File: config.mk
export PLATFORM = sky130hd
export DESIGN_NAME = ethernet_rx_framer
export DESIGN_NICKNAME = d
export VERILOG_FILES = /design/src/rtl/ethernet_rx_framer.sv
export SDC_FILE = /design/constraint.sdc
export NUM_CORES = 1
export LEC_CHECK = 0
export CORE_MARGIN = 4
export CORE_UTILIZATION = 30
export CTS_CLUSTER_DIAMETER = 150
export DETAILED_ROUTE_END_ITERATION = 16
export GPL_TIMING_DRIVEN = 0
export SLEW_MARGIN = 20
export SYNTH_ARGS = -nofsm -noshare
export SYNTH_HDL_FRONTEND = slang
export SYNTH_SLANG_ARGS = --single-unit
File: constraint.sdc
create_clock -name eth_rx_clk -period 6.2 [get_ports eth_rx_clk]
set_clock_uncertainty 0.1 [all_clocks]
set_input_delay 1.24 -clock eth_rx_clk [delete_from_list [all_inputs] [get_ports eth_rx_clk]]
set_output_delay 1.24 -clock eth_rx_clk [all_outputs]
set_load 0.005 [all_outputs]
File: src/rtl/ethernet_rx_framer.sv
// MII receive framer: strips preamble/SFD and packs frame bytes into DATA_BYTES-lane beats with SOF/EOF, length and status.
// Latency: a full word leaves one eth_rx_clk after its last nibble; a partial final word leaves on the first dv-low edge.
// No backpressure: every beat is taken downstream. Optional FCS check is built when ETH_RX_FCS_CHECK_EN is defined.
module ethernet_rx_framer #(
    parameter int DATA_BYTES    = 1,
    parameter int PRE_MIN_BYTES = 2,
    parameter int MIN_LEN       = 64,
    parameter int MAX_LEN       = 1518
) (
    input  logic                    eth_rx_clk,
    input  logic                    eth_rx_rst_n,
    input  logic                    eth_rx_dv,
    input  logic                    eth_rxerr,
    input  logic [3:0]              eth_rxd,
    output logic [8*DATA_BYTES-1:0] rx_data,
    output logic [DATA_BYTES-1:0]   rx_keep,
    output logic                    rx_valid,
    output logic                    rx_sof,
    output logic                    rx_eof,
    output logic [3:0]              rx_status,
    output logic [15:0]             rx_frame_len,
    output logic                    rx_drop
);
    localparam int LW = (DATA_BYTES > 1) ? $clog2(DATA_BYTES) : 1;
    localparam logic [LW-1:0] LANE_LAST = LW'(DATA_BYTES - 1);

    typedef enum logic [1:0] {IDLE, PREAMBLE, DATA, DROP} state_t;
    state_t state, state_nxt;

    logic                    dv_prev;
    logic                    phase;
    logic [3:0]              lo_nib;
    logic [7:0]              pre_cnt;
    logic [LW-1:0]           lane_idx;
    logic [8*DATA_BYTES-1:0] lane_word;
    logic [8*DATA_BYTES-1:0] pend_word;
    logic                    pend_vld;
    logic                    sof_pend;
    logic                    mii_err;
    logic [15:0]             byte_cnt;
    logic                    crc_err;

    logic                    byte_done;
    logic [7:0]              rx_byte;
    logic [8*DATA_BYTES-1:0] word_nxt;
    logic [DATA_BYTES-1:0]   tail_keep;
    logic                    frame_end;
    logic                    drop_now;
    logic [3:0]              eof_status;

    assign byte_done  = eth_rx_dv && phase;
    assign rx_byte    = {eth_rxd, lo_nib};
    // phase still holds the parity of the nibble count on the dv-low edge
    assign eof_status = {crc_err,
                         (int'(byte_cnt) < MIN_LEN) || (int'(byte_cnt) > MAX_LEN),
                         phase, mii_err};

    always_comb begin
        word_nxt  = lane_word;
        tail_keep = '0;
        for (int i = 0; i < DATA_BYTES; i++) begin
            if (LW'(i) == lane_idx) word_nxt[8*i +: 8] = rx_byte;
            if (LW'(i) < lane_idx)  tail_keep[i] = 1'b1;
        end
    end

    always_comb begin
        state_nxt = state;
        frame_end = 1'b0;
        drop_now  = 1'b0;
        case (state)
            IDLE: if (eth_rx_dv && !dv_prev) state_nxt = PREAMBLE;
            PREAMBLE: begin
                if (!eth_rx_dv) begin
                    state_nxt = IDLE;
                    drop_now  = 1'b1;
                end else if (eth_rxerr) begin
                    state_nxt = DROP;
                end else if (byte_done && rx_byte != 8'h55) begin
                    state_nxt = (rx_byte == 8'hD5 && int'(pre_cnt) >= PRE_MIN_BYTES) ? DATA : DROP;
                end
            end
            DATA: if (!eth_rx_dv) begin
                state_nxt = IDLE;
                frame_end = (byte_cnt != 16'd0);
                drop_now  = (byte_cnt == 16'd0);
            end
            DROP: if (!eth_rx_dv) begin
                state_nxt = IDLE;
                drop_now  = 1'b1;
            end
            default: state_nxt = IDLE;
        endcase
    end

    always_ff @(posedge eth_rx_clk or negedge eth_rx_rst_n) begin
        if (!eth_rx_rst_n) begin
            state        <= IDLE;
            dv_prev      <= 1'b1;
            phase        <= 1'b0;
            lo_nib       <= '0;
            pre_cnt      <= '0;
            lane_idx     <= '0;
            lane_word    <= '0;
            pend_word    <= '0;
            pend_vld     <= 1'b0;
            sof_pend     <= 1'b0;
            mii_err      <= 1'b0;
            byte_cnt     <= '0;
            rx_data      <= '0;
            rx_keep      <= '0;
            rx_valid     <= 1'b0;
            rx_sof       <= 1'b0;
            rx_eof       <= 1'b0;
            rx_status    <= '0;
            rx_frame_len <= '0;
            rx_drop      <= 1'b0;
        end else begin
            state    <= state_nxt;
            dv_prev  <= eth_rx_dv;
            phase    <= eth_rx_dv && !phase;
            if (eth_rx_dv && !phase) lo_nib <= eth_rxd;
            rx_valid <= 1'b0;
            rx_sof   <= 1'b0;
            rx_eof   <= 1'b0;
            rx_drop  <= drop_now;

            if (state != PREAMBLE) pre_cnt <= '0;
            else if (byte_done && rx_byte == 8'h55 && pre_cnt != 8'hFF) pre_cnt <= pre_cnt + 8'd1;

            if (state != DATA) begin
                lane_idx  <= '0;
                lane_word <= '0;
                pend_vld  <= 1'b0;
                sof_pend  <= 1'b1;
                mii_err   <= 1'b0;
                byte_cnt  <= '0;
            end else begin
                if (eth_rx_dv && eth_rxerr) mii_err <= 1'b1;
                if (pend_vld) begin
                    rx_valid <= 1'b1;
                    rx_sof   <= sof_pend;
                    rx_eof   <= frame_end;
                    rx_data  <= pend_word;
                    rx_keep  <= '1;
                    sof_pend <= 1'b0;
                    pend_vld <= 1'b0;
                end else if (frame_end) begin
                    // Tail beat; keep is empty when a trailing odd nibble followed a full word
                    rx_valid <= 1'b1;
                    rx_sof   <= sof_pend;
                    rx_eof   <= 1'b1;
                    rx_data  <= lane_word;
                    rx_keep  <= tail_keep;
                    sof_pend <= 1'b0;
                end
                if (frame_end) begin
                    rx_status    <= eof_status;
                    rx_frame_len <= byte_cnt;
                end
                if (byte_done) begin
                    if (byte_cnt != 16'hFFFF) byte_cnt <= byte_cnt + 16'd1;
                    if (lane_idx == LANE_LAST) begin
                        pend_word <= word_nxt;
                        pend_vld  <= 1'b1;
                        lane_word <= '0;
                        lane_idx  <= '0;
                    end else begin
                        lane_word <= word_nxt;
                        lane_idx  <= lane_idx + LW'(1);
                    end
                end
            end
        end
    end

`ifdef ETH_RX_FCS_CHECK_EN
    // Right-shifting register: 0xDEBB20E3 is the residue 0xC704DD7B in this bit order
    localparam logic [31:0] CRC_RESIDUE = 32'hDEBB20E3;
    logic [31:0] crc;
    logic [31:0] crc_nxt;

    always_comb begin
        crc_nxt = crc ^ {24'd0, rx_byte};
        for (int b = 0; b < 8; b++)
            crc_nxt = crc_nxt[0] ? ((crc_nxt >> 1) ^ 32'hEDB88320) : (crc_nxt >> 1);
    end

    always_ff @(posedge eth_rx_clk or negedge eth_rx_rst_n) begin
        if (!eth_rx_rst_n)     crc <= '1;
        else if (state != DATA) crc <= '1;
        else if (byte_done)    crc <= crc_nxt;
    end

    assign crc_err = (crc != CRC_RESIDUE);
`else
    assign crc_err = 1'b0;
`endif

endmodule
==> run metrics <==
status=finished clean; total track usage=0.118; Tmin final=3.26 ns; Yosys cell types=56; DR vias=2624; Die Ht=117 um; port buffer count=39; CTS sink count=75; final instance area=4470 sq um; RSZ-0062 raised after global routing=no; leakage power=1.83 nW; Worst-Skew Late Latency=0.33 ns; Starting DRT DRC Count=111; Starting Density=0.309; Mapped Cells=313; area grow syn2layout=25.6%; DR vias/cell=5.13; drt first pass iters=4; Post-synth EDFFs=0; Fmax=307 MHz; Crit. End Element=flop; Core Box Area=11500 sq um; global route total overflow=0; CP Class=in2reg; post-CTS setup repair buffer count=0; die width=117 um; dpl hpwl=5470 um; Tightest Hold Check Type=reg2reg; CTS Buf Count=9; clock root buffer=clkbuf_16; CP arrival=3.38 ns; CP max FO=9; leading cell type in the layout, fill and taps excluded=dfrtp_1; Clock transition at path regs=0.06 ns; fill cell count=1141; Syn Area/Cell=11.4 sq um; fin crit share=0.526; pre-CTS WS=2.64 ns; share of the synthesized area in the top cell type=0.521; max-slew violations=0; register area share after synthesis=0.528; ys flop type=dfrtp_1; CTS resizes=0; antenna-violating nets left=0; # DRC=0; largest net degree at the start of global routing=42; post-cts hold buffer count=0; share of layout cells above drive strength 1=0.192; Synthesized Nets=325; wire per inst=14.9 um; Slew headroom=0.498; H-tree Lvls=3; cell taking the most area after synthesis=dfrtp_1; Worst Max-Slew Pin Slew=0.746 ns; yosys warns=0; Core Rows=39; commonest non-fill, non-tap cells in the layout=dfrtp_1, clkdlybuf4s50_1, nand2_1; Die Area=13700 sq um; ANT cells=0; Setup crit start kind=input pin; first-pass GRT wire length=12600 um; worst path required time=6.32 ns; IO Pins=41; Worst VDD drop=0.156 mV; area of the mapped netlist=3560 sq um; placed cell area=4140 sq um; layout net count=376; vias in the first global route=2507; Area contributors post-synth=dfrtp_1, mux2_4, mux2_2; TritonCTS clock tree=done; Post-Route WL=7610 um; Final Hold Viols=0; final worst slack=2.94 ns; initial antenna violation count=0; flops & latches, synth=75; Final Setup Violations=0; routability cong.=0.843; max-cap violations=0; ys async rst share=1.00; pwr/cell area=268 nW/um^2; clk buf depth=2; setup TNS=0 ns
-- area by class of cell --
class                           instances  area (sq um)  share of cell area
Buffer                                 13           111              0.0249
Clock buffer                            9           225              0.0504
Clock inverter                          7          98.8              0.0221
Inverter                               11          41.3             0.00924
Multi-Input combinational cell        214          1530               0.342
Sequential cell                        75          1880               0.420
Tap cell                              143           179              0.0400
Timing Repair Buffer                   40           408              0.0913
-- worst max-delay path: stages --
cell             delay [ns]
clkdlybuf4s50_1        0.61
nand2_1                0.28
nor4_2                 0.74
nand4b_1               0.20
mux2_2                 0.31
-- cells by family after synthesis --
logic type,count (synthesis),synth area share
xor+xnor,1,0.00246
simple gates,106,0.170
fa+ha+maj,4,0.0141
flops,75,0.528
buf+inv,24,0.0429
other cells,1,0.00105
mux,31,0.117
compound gates,71,0.124
-- per-stage QoR --
| step | hold slack [ns] | power, W | util | std cells |
|---|---|---|---|---|
| detailed placement | 0.373 | 0.000646 | 0.360 | 496 |
| CTS | 0.391 | 0.00122 | 0.388 | 512 |
| global route | 0.426 | 0.00125 | 0.388 | 512 |
| global placement | 0.365 | 0.000641 | 0.358 | 495 |
| floorplan | 0.346 | 0.000592 | - | 313 |
| finish | 0.385 | 0.00120 | 0.388 | 512 |
-- sequential cells by signal, summed over array words and instances (netlist names), 2 cells and up --
signal and count:
byte_cnt 16, lo_nib 4, pend_word 8, pre_cnt 8
rx_data 8, rx_frame_len 16, rx_status 3, state 2
-- routing by layer --
| layer | GRT usage | up-vias | wire [um] |
|---|---|---|---|
| met4 | 0.0382 | 0 | 102 |
| met5 | 0 | - | 0 |
| met3 | 0.0350 | 9 | 326 |
| met2 | 0.187 | 52 | 3680 |
| li1 | - | 1266 | - |
| met1 | 0.154 | 1297 | 3500 |
-- synth_stat cells (all sizes together), types with 2 or more instances --
master,instances
a31o,2
o21ai,19
dfrtp,74
nor4,5
nand4b,3
inv,11
nor3,5
a41o,2
mux2,31
and3,6
nand3,9
a21oi,24
clkbuf,6
nand4,10
a311oi,2
a31oi,4
o31ai,7
buf,7
ha,4
a211oi,2
or3,3
nor4b,2
or4,11
nand2b,2
nand2,28
nor2b,2
nor2,14
-- final timing paths --
path	from	end	slack [ns]	cells past startpoint
max	eth_rx_dv	pre_cnt[5]$_DFFE_PN0P_	2.94	5
min reg2reg	pend_word[4]$_DFFE_PN0P_	rx_data[4]$_DFFE_PN0P_	0.39	2
min in group asynchronous	eth_rx_rst_n	rx_frame_len[13]$_DFFE_PN0P_	0.76	1
max reg2reg	byte_cnt[0]$_DFFE_PN0P_	rx_data[6]$_DFFE_PN0P_	3.97	6
max in group asynchronous	eth_rx_rst_n	dv_prev$_DFF_PN1_	4.61	2
min	pend_word[4]$_DFFE_PN0P_	rx_data[4]$_DFFE_PN0P_	0.39	2
-- power by group --
group	total [W]	internal [W]	switching, W
sequential	0.000542	0.000523	0.0000184
combinational	0.0000929	0.0000505	0.0000424
clock	0.000564	0.000356	0.000208
(Power assumes the default switching activity.)
